--- config.mk ---
export PLATFORM = sky130hd
export DESIGN_NAME = drum_step_sequencer
export DESIGN_NICKNAME = d
export VERILOG_FILES = /design/src/rtl/drum_pkg.sv /design/src/rtl/drum_pattern_ram.sv /design/src/rtl/drum_step_sequencer.sv
export SDC_FILE = /design/constraint.sdc
export NUM_CORES = 1
export LEC_CHECK = 0
export CAP_MARGIN = 20
export CORE_MARGIN = 3
export CORE_UTILIZATION = 35
export CTS_CLUSTER_SIZE = 8
export DETAILED_ROUTE_END_ITERATION = 8
export GPL_TIMING_DRIVEN = 0
export SYNTH_ARGS = -nofsm -noshare
export SYNTH_HDL_FRONTEND = slang
export SYNTH_SLANG_ARGS = --single-unit
--- constraint.sdc ---
create_clock -name audio_tick -period 4.07 [get_ports audio_tick]
set_input_delay 0.814 -clock audio_tick [delete_from_list [all_inputs] [get_ports audio_tick]]
set_output_delay 0.814 -clock audio_tick [all_outputs]
set_load 0.02 [all_outputs]
--- src/rtl/drum_pkg.sv ---
// Shared defaults and state encoding for the drum step sequencer.
package drum_pkg;

  localparam int unsigned DEF_NUM_TRACKS = 4;
  localparam int unsigned DEF_NUM_STEPS  = 16;
  localparam int unsigned DEF_STEP_W     = 4;
  localparam int unsigned DEF_TRIG_LEN   = 2;

  typedef enum logic {
    STOP = 1'b0,
    RUN  = 1'b1
  } seq_state_e;

  // Steps shorter than the trigger plus one low tick would merge adjacent pulses.
  function automatic logic [15:0] clamp_len(input logic [15:0] len,
                                            input logic [15:0] min_len);
    return (len < min_len) ? min_len : len;
  endfunction

endpackage

--- src/rtl/drum_pattern_ram.sv ---
// Track x step on/off pattern: synchronous write, combinational column read.
module drum_pattern_ram
  import drum_pkg::*;
#(
  parameter int unsigned NUM_TRACKS = DEF_NUM_TRACKS,
  parameter int unsigned NUM_STEPS  = DEF_NUM_STEPS,
  parameter int unsigned STEP_W     = DEF_STEP_W,
  parameter int unsigned TRK_W      = 2
) (
  input  logic                  clk_i,
  input  logic                  rst_ni,
  input  logic                  wr_en_i,
  input  logic [TRK_W-1:0]      wr_track_i,
  input  logic [STEP_W-1:0]     wr_step_i,
  input  logic                  wr_data_i,
  input  logic [STEP_W-1:0]     rd_step_i,
  output logic [NUM_TRACKS-1:0] rd_col_o
);

  logic [NUM_STEPS-1:0] row_q [NUM_TRACKS];

  always_ff @(posedge clk_i or negedge rst_ni) begin
    if (!rst_ni) begin
      for (int unsigned t = 0; t < NUM_TRACKS; t++) begin
        row_q[t] <= '0;
      end
    end else if (wr_en_i) begin
      row_q[wr_track_i][wr_step_i] <= wr_data_i;
    end
  end

  always_comb begin
    rd_col_o = '0;
    for (int unsigned t = 0; t < NUM_TRACKS; t++) begin
      rd_col_o[t] = row_q[t][rd_step_i];
    end
  end

endmodule

--- src/rtl/drum_step_sequencer.sv ---
// Pattern-driven step sequencer clocked by the audio tick; one trigger per drum track.
module drum_step_sequencer
  import drum_pkg::*;
#(
  parameter int unsigned NUM_TRACKS = DEF_NUM_TRACKS,
  parameter int unsigned NUM_STEPS  = DEF_NUM_STEPS,
  parameter int unsigned STEP_W     = DEF_STEP_W,
  parameter int unsigned TRIG_LEN   = DEF_TRIG_LEN,
  parameter int unsigned TRK_W      = (NUM_TRACKS > 1) ? $clog2(NUM_TRACKS) : 1
) (
  input  logic                  audio_tick,
  input  logic                  reset_n,
  input  logic                  run,
  input  logic [15:0]           step_len,
  input  logic [NUM_TRACKS-1:0] mute,
  input  logic                  wr_en,
  input  logic [TRK_W-1:0]      wr_track,
  input  logic [STEP_W-1:0]     wr_step,
  input  logic                  wr_data,
  output logic [NUM_TRACKS-1:0] trigger,
  output logic [STEP_W-1:0]     step_idx,
  output logic                  bar_pulse,
  output logic                  running
);

  localparam int unsigned TC_W    = $clog2(TRIG_LEN + 1);
  localparam logic [15:0] MIN_LEN = 16'(TRIG_LEN + 1);

  seq_state_e            state_q, state_d;
  logic [STEP_W-1:0]     step_q, step_d;
  logic [15:0]           tick_q, tick_d;
  logic [15:0]           len_q, len_d;
  logic [TC_W-1:0]       trig_cnt_q, trig_cnt_d;
  logic [NUM_TRACKS-1:0] trig_q, trig_d;
  logic                  bar_q, bar_d;
  logic [NUM_TRACKS-1:0] col;

  drum_pattern_ram #(
    .NUM_TRACKS(NUM_TRACKS),
    .NUM_STEPS (NUM_STEPS),
    .STEP_W    (STEP_W),
    .TRK_W     (TRK_W)
  ) u_ram (
    .clk_i     (audio_tick),
    .rst_ni    (reset_n),
    .wr_en_i   (wr_en),
    .wr_track_i(wr_track),
    .wr_step_i (wr_step),
    .wr_data_i (wr_data),
    .rd_step_i (step_q),
    .rd_col_o  (col)
  );

  always_comb begin
    state_d    = state_q;
    step_d     = step_q;
    tick_d     = tick_q;
    len_d      = len_q;
    trig_cnt_d = trig_cnt_q;
    trig_d     = trig_q;
    bar_d      = 1'b0;

    if (!run) begin
      state_d    = STOP;
      step_d     = '0;
      tick_d     = '0;
      trig_cnt_d = '0;
      trig_d     = '0;
    end else begin
      state_d = RUN;
      if (trig_cnt_q != '0) begin
        trig_cnt_d = trig_cnt_q - TC_W'(1);
      end else begin
        trig_d = '0;
      end

      // STOP always sits at step 0 / tick 0, so starting is just a fire of step 0.
      if (state_q == STOP || tick_q == '0) begin
        trig_d     = col & ~mute;
        trig_cnt_d = TC_W'(TRIG_LEN - 1);
        tick_d     = 16'd1;
        bar_d      = (step_q == '0);
        len_d      = clamp_len(step_len, MIN_LEN);
      end else if (tick_q == len_q - 16'd1) begin
        tick_d = '0;
        step_d = step_q + STEP_W'(1);
      end else begin
        tick_d = tick_q + 16'd1;
      end
    end
  end

  always_ff @(posedge audio_tick or negedge reset_n) begin
    if (!reset_n) begin
      state_q    <= STOP;
      step_q     <= '0;
      tick_q     <= '0;
      len_q      <= MIN_LEN;
      trig_cnt_q <= '0;
      trig_q     <= '0;
      bar_q      <= 1'b0;
    end else begin
      state_q    <= state_d;
      step_q     <= step_d;
      tick_q     <= tick_d;
      len_q      <= len_d;
      trig_cnt_q <= trig_cnt_d;
      trig_q     <= trig_d;
      bar_q      <= bar_d;
    end
  end

  assign trigger   = trig_q;
  assign step_idx  = step_q;
  assign bar_pulse = bar_q;
  assign running   = (state_q == RUN);

endmodule

==> flow_summary.json <==
{
  "ys_ff_latch": 108,
  "critical-path-top-delay-family": "buffers and inverters",
  "syn_inst": 547,
  "syn_nets": 584,
  "io_buffers": 38,
  "fillCellCount": 1587,
  "grt_usage_pct": 16.7,
  "drt_iter0_drc": 399,
  "cts_root_buffer": "clkbuf_16",
  "total_power_mw": 2.56,
  "dr.pass1.iters": 4,
  "routed_wl_mm": 15.0,
  "grt_pass1_wl_mm": 23.9,
  "die_area_um2": 18700,
  "final_layout_size_suffix_gt1_share_pct": 21.9,
  "timing.fmax_mhz": 292,
  "min_period_ps": 3420,
  "drcViolationCount": 0,
  "muxShareOfSynthArea_pct": 22.2,
  "dp_hpwl_mm": 11.2,
  "yosysWarnings": 0,
  "cpMaxStageDelayCell": "clkbuf_1",
  "setup-tns-final_ps": 0,
  "holdCritPathClass": "flip-flop to flip-flop",
  "cts_resized": 0,
  "crit_fanout": 10,
  "synth_area_um2": 5990,
  "async_flop_share_pct": 100,
  "grt_max_degree": 62,
  "cts.clk_slew.worst_paths_ps": 70,
  "cts_max_level": 3,
  "rsz0062_at_grt": "no",
  "synth.cells.most_frequent": "dfrtp_1, mux2_2, nor2_1",
  "synth_edf_count": 0,
  "dieWidth_um": 137,
  "worst_setup_path_start_kind": "flip-flop",
  "clock_skew_ps": 11.6,
  "synth_fa_ha_area_share_pct": 1.25,
  "crit_path_cell_trace": "clkbuf_1 > clkbuf_1 > mux4_2 > mux4_2 > a32oi_1 > nor2_1",
  "max-cap-violations": 0,
  "ioPinCount": 41,
  "synthTopCellsByArea": "dfrtp_1, mux2_2, mux4_2",
  "synthSimpleGateAreaFrac_pct": 17.6,
  "ys_seq_area_share_pct": 45.2,
  "routedWlPerCell_um": 18.2,
  "grt_pass1_vias": 4569,
  "critPathArrivalTime_ps": 3650,
  "cts_tree": "built",
  "antenna_found_initial": 0,
  "post-route-period-util_pct": 84.0,
  "via_count": 4378,
  "numCtsBuffers": 9,
  "synth_top_area_cell": "dfrtp_1",
  "clockBufferDepth": 2,
  "hold_viol": 0,
  "max-slew-margin-rel_pct": 39.3,
  "synth_flop_cell": "dfrtp_1",
  "ant_nets": 0,
  "cp.required_ps": 4300,
  "overflow": 0,
  "status": "complete, no violations",
  "start_util_pct": 36.0,
  "syn_avg_cell_area_um2": 10.9,
  "placementRows": 47,
  "critPathKind": "flip-flop to flip-flop",
  "pre_cts_ws_ps": 528,
  "synth.most_common_cell": "dfrtp_1",
  "fin_ws_ps": 650,
  "synth.top_cell.area_share_pct": 44.3,
  "gp_congestion": 0.893,
  "cts.sinks": 108,
  "slowest_delay_ps": 750,
  "clock_latency_ps": 360,
  "area_delta_synth_final_pct": 16.3,
  "routed_via_density": 5.33,
  "synthXorXnorAreaFrac_pct": 4.83,
  "synth-compound-area-share_pct": 6.02,
  "vdd_drop_max_mv": 0.253,
  "path_buf_inv": 2,
  "antennaDiodeCount": 0,
  "final_max_slew_viol_count": 0,
  "finish.net_count": 634,
  "worstSetupEndpointType": "flip-flop",
  "powerDensity_nw_per_um2": 368,
  "setup_viol_count_final": 0,
  "core_region_area_um2": 16600,
  "ctsHoldBuffers": 0,
  "fp.dieH_um": 137,
  "post-cts-setup-buffer-count": 0,
  "p_leak_nw": 2.75,
  "synth_top_family_by_area": "multiplexers",
  "yosysUniqueCellTypes": 58,
  "worstMarginPinSlew_ps": 911
}
## placed cells by master (no fill, tap or decap), types with 6 or more instances in the layout
cell             count
a21oi_1              8
clkbuf_1            27
clkbuf_16            9
clkdlybuf4s50_1     37
dfrtp_1            106
ha_1                 6
inv_1               12
mux2_2              78
mux4_2              20
nand2_1             59
nand2b_1            10
nand3_1             11
nand4_1              8
nor2_1              65
nor3_1              15
nor4_1              12
xnor2_1             17
xor2_1              16
## logic make-up after synthesis
logic type / Yosys count
flip-flops: 108
adder cells (fa/ha/maj): 6
buffers and inverters: 42
multiplexers: 98
XOR/XNOR: 33
AO/OA/AOI/OAI: 45
AND/OR/NAND/NOR: 215
## registers in the layout (all words and copies together) (netlist names)
signal / flops
bar_pulse: 1
len_q: 16
running: 1
step_idx: 4
tick_q: 16
trig_cnt_q: 2
trigger: 4
u_ram.row_q: 64
## worst register-to-register path, stage by stage (launching register included)
cell      delay (ps)
dfrtp_1          430
clkbuf_1         690
clkbuf_1         760
mux4_2           650
mux4_2           550
a32oi_1          180
nor2_1            60
## routing by layer
layer	wire [µm]	up-vias	track usage [%]
met2	7320	95	27.2
met3	573	20	3.35
met4	340	0	6.26
met5	0	-	0
met1	6720	2203	21.9
li1	-	2060	-
## per-stage QoR
step | std cells | cell area (µm²) | utilization [%] | hold slack (ps)
floorplan | 547 | 5990 | - | 474
global placement | 805 | 6640 | 39.9 | 484
detailed placement | 806 | 6670 | 40.1 | 493
CTS | 822 | 6960 | 41.8 | 508
global route | 822 | 6960 | 41.8 | 524
finish | 822 | 6960 | 41.8 | 503
## final cells by class
| type | count | area, µm² | share of cell area (%) |
|---|---|---|---|
| Multi-Input combinational cell | 397 | 3110 | 44.7 |
| Sequential cell | 108 | 2710 | 38.9 |
| Timing Repair Buffer | 39 | 405 | 5.82 |
| Tap cell | 220 | 275 | 3.95 |
| Clock buffer | 11 | 233 | 3.34 |
| Buffer | 29 | 124 | 1.78 |
| Clock inverter | 5 | 61.3 | 0.881 |
| Inverter | 13 | 48.8 | 0.701 |
## where the power goes
part           switching (mW)  total [mW]  internal, mW
Sequential             0.0754        1.26          1.19
Clock                   0.401       0.881         0.480
Combinational           0.204       0.417         0.213
## final timing paths
check                                     start               to  slack [ps]  depth (start not counted)
worst max-delay path                step_idx[0]       trigger[2]         650                          6
worst min-delay path            u_ram.row_q[61]  u_ram.row_q[61]         500                          1
worst max register to register      step_idx[0]       trigger[2]         650                          6
worst min register to register  u_ram.row_q[61]  u_ram.row_q[61]         500                          1
max in group asynchronous               reset_n  u_ram.row_q[54]        2820                          2
min in group asynchronous               reset_n       trigger[2]         550                          1
Note: power is estimated with default switching activity, not from simulation.
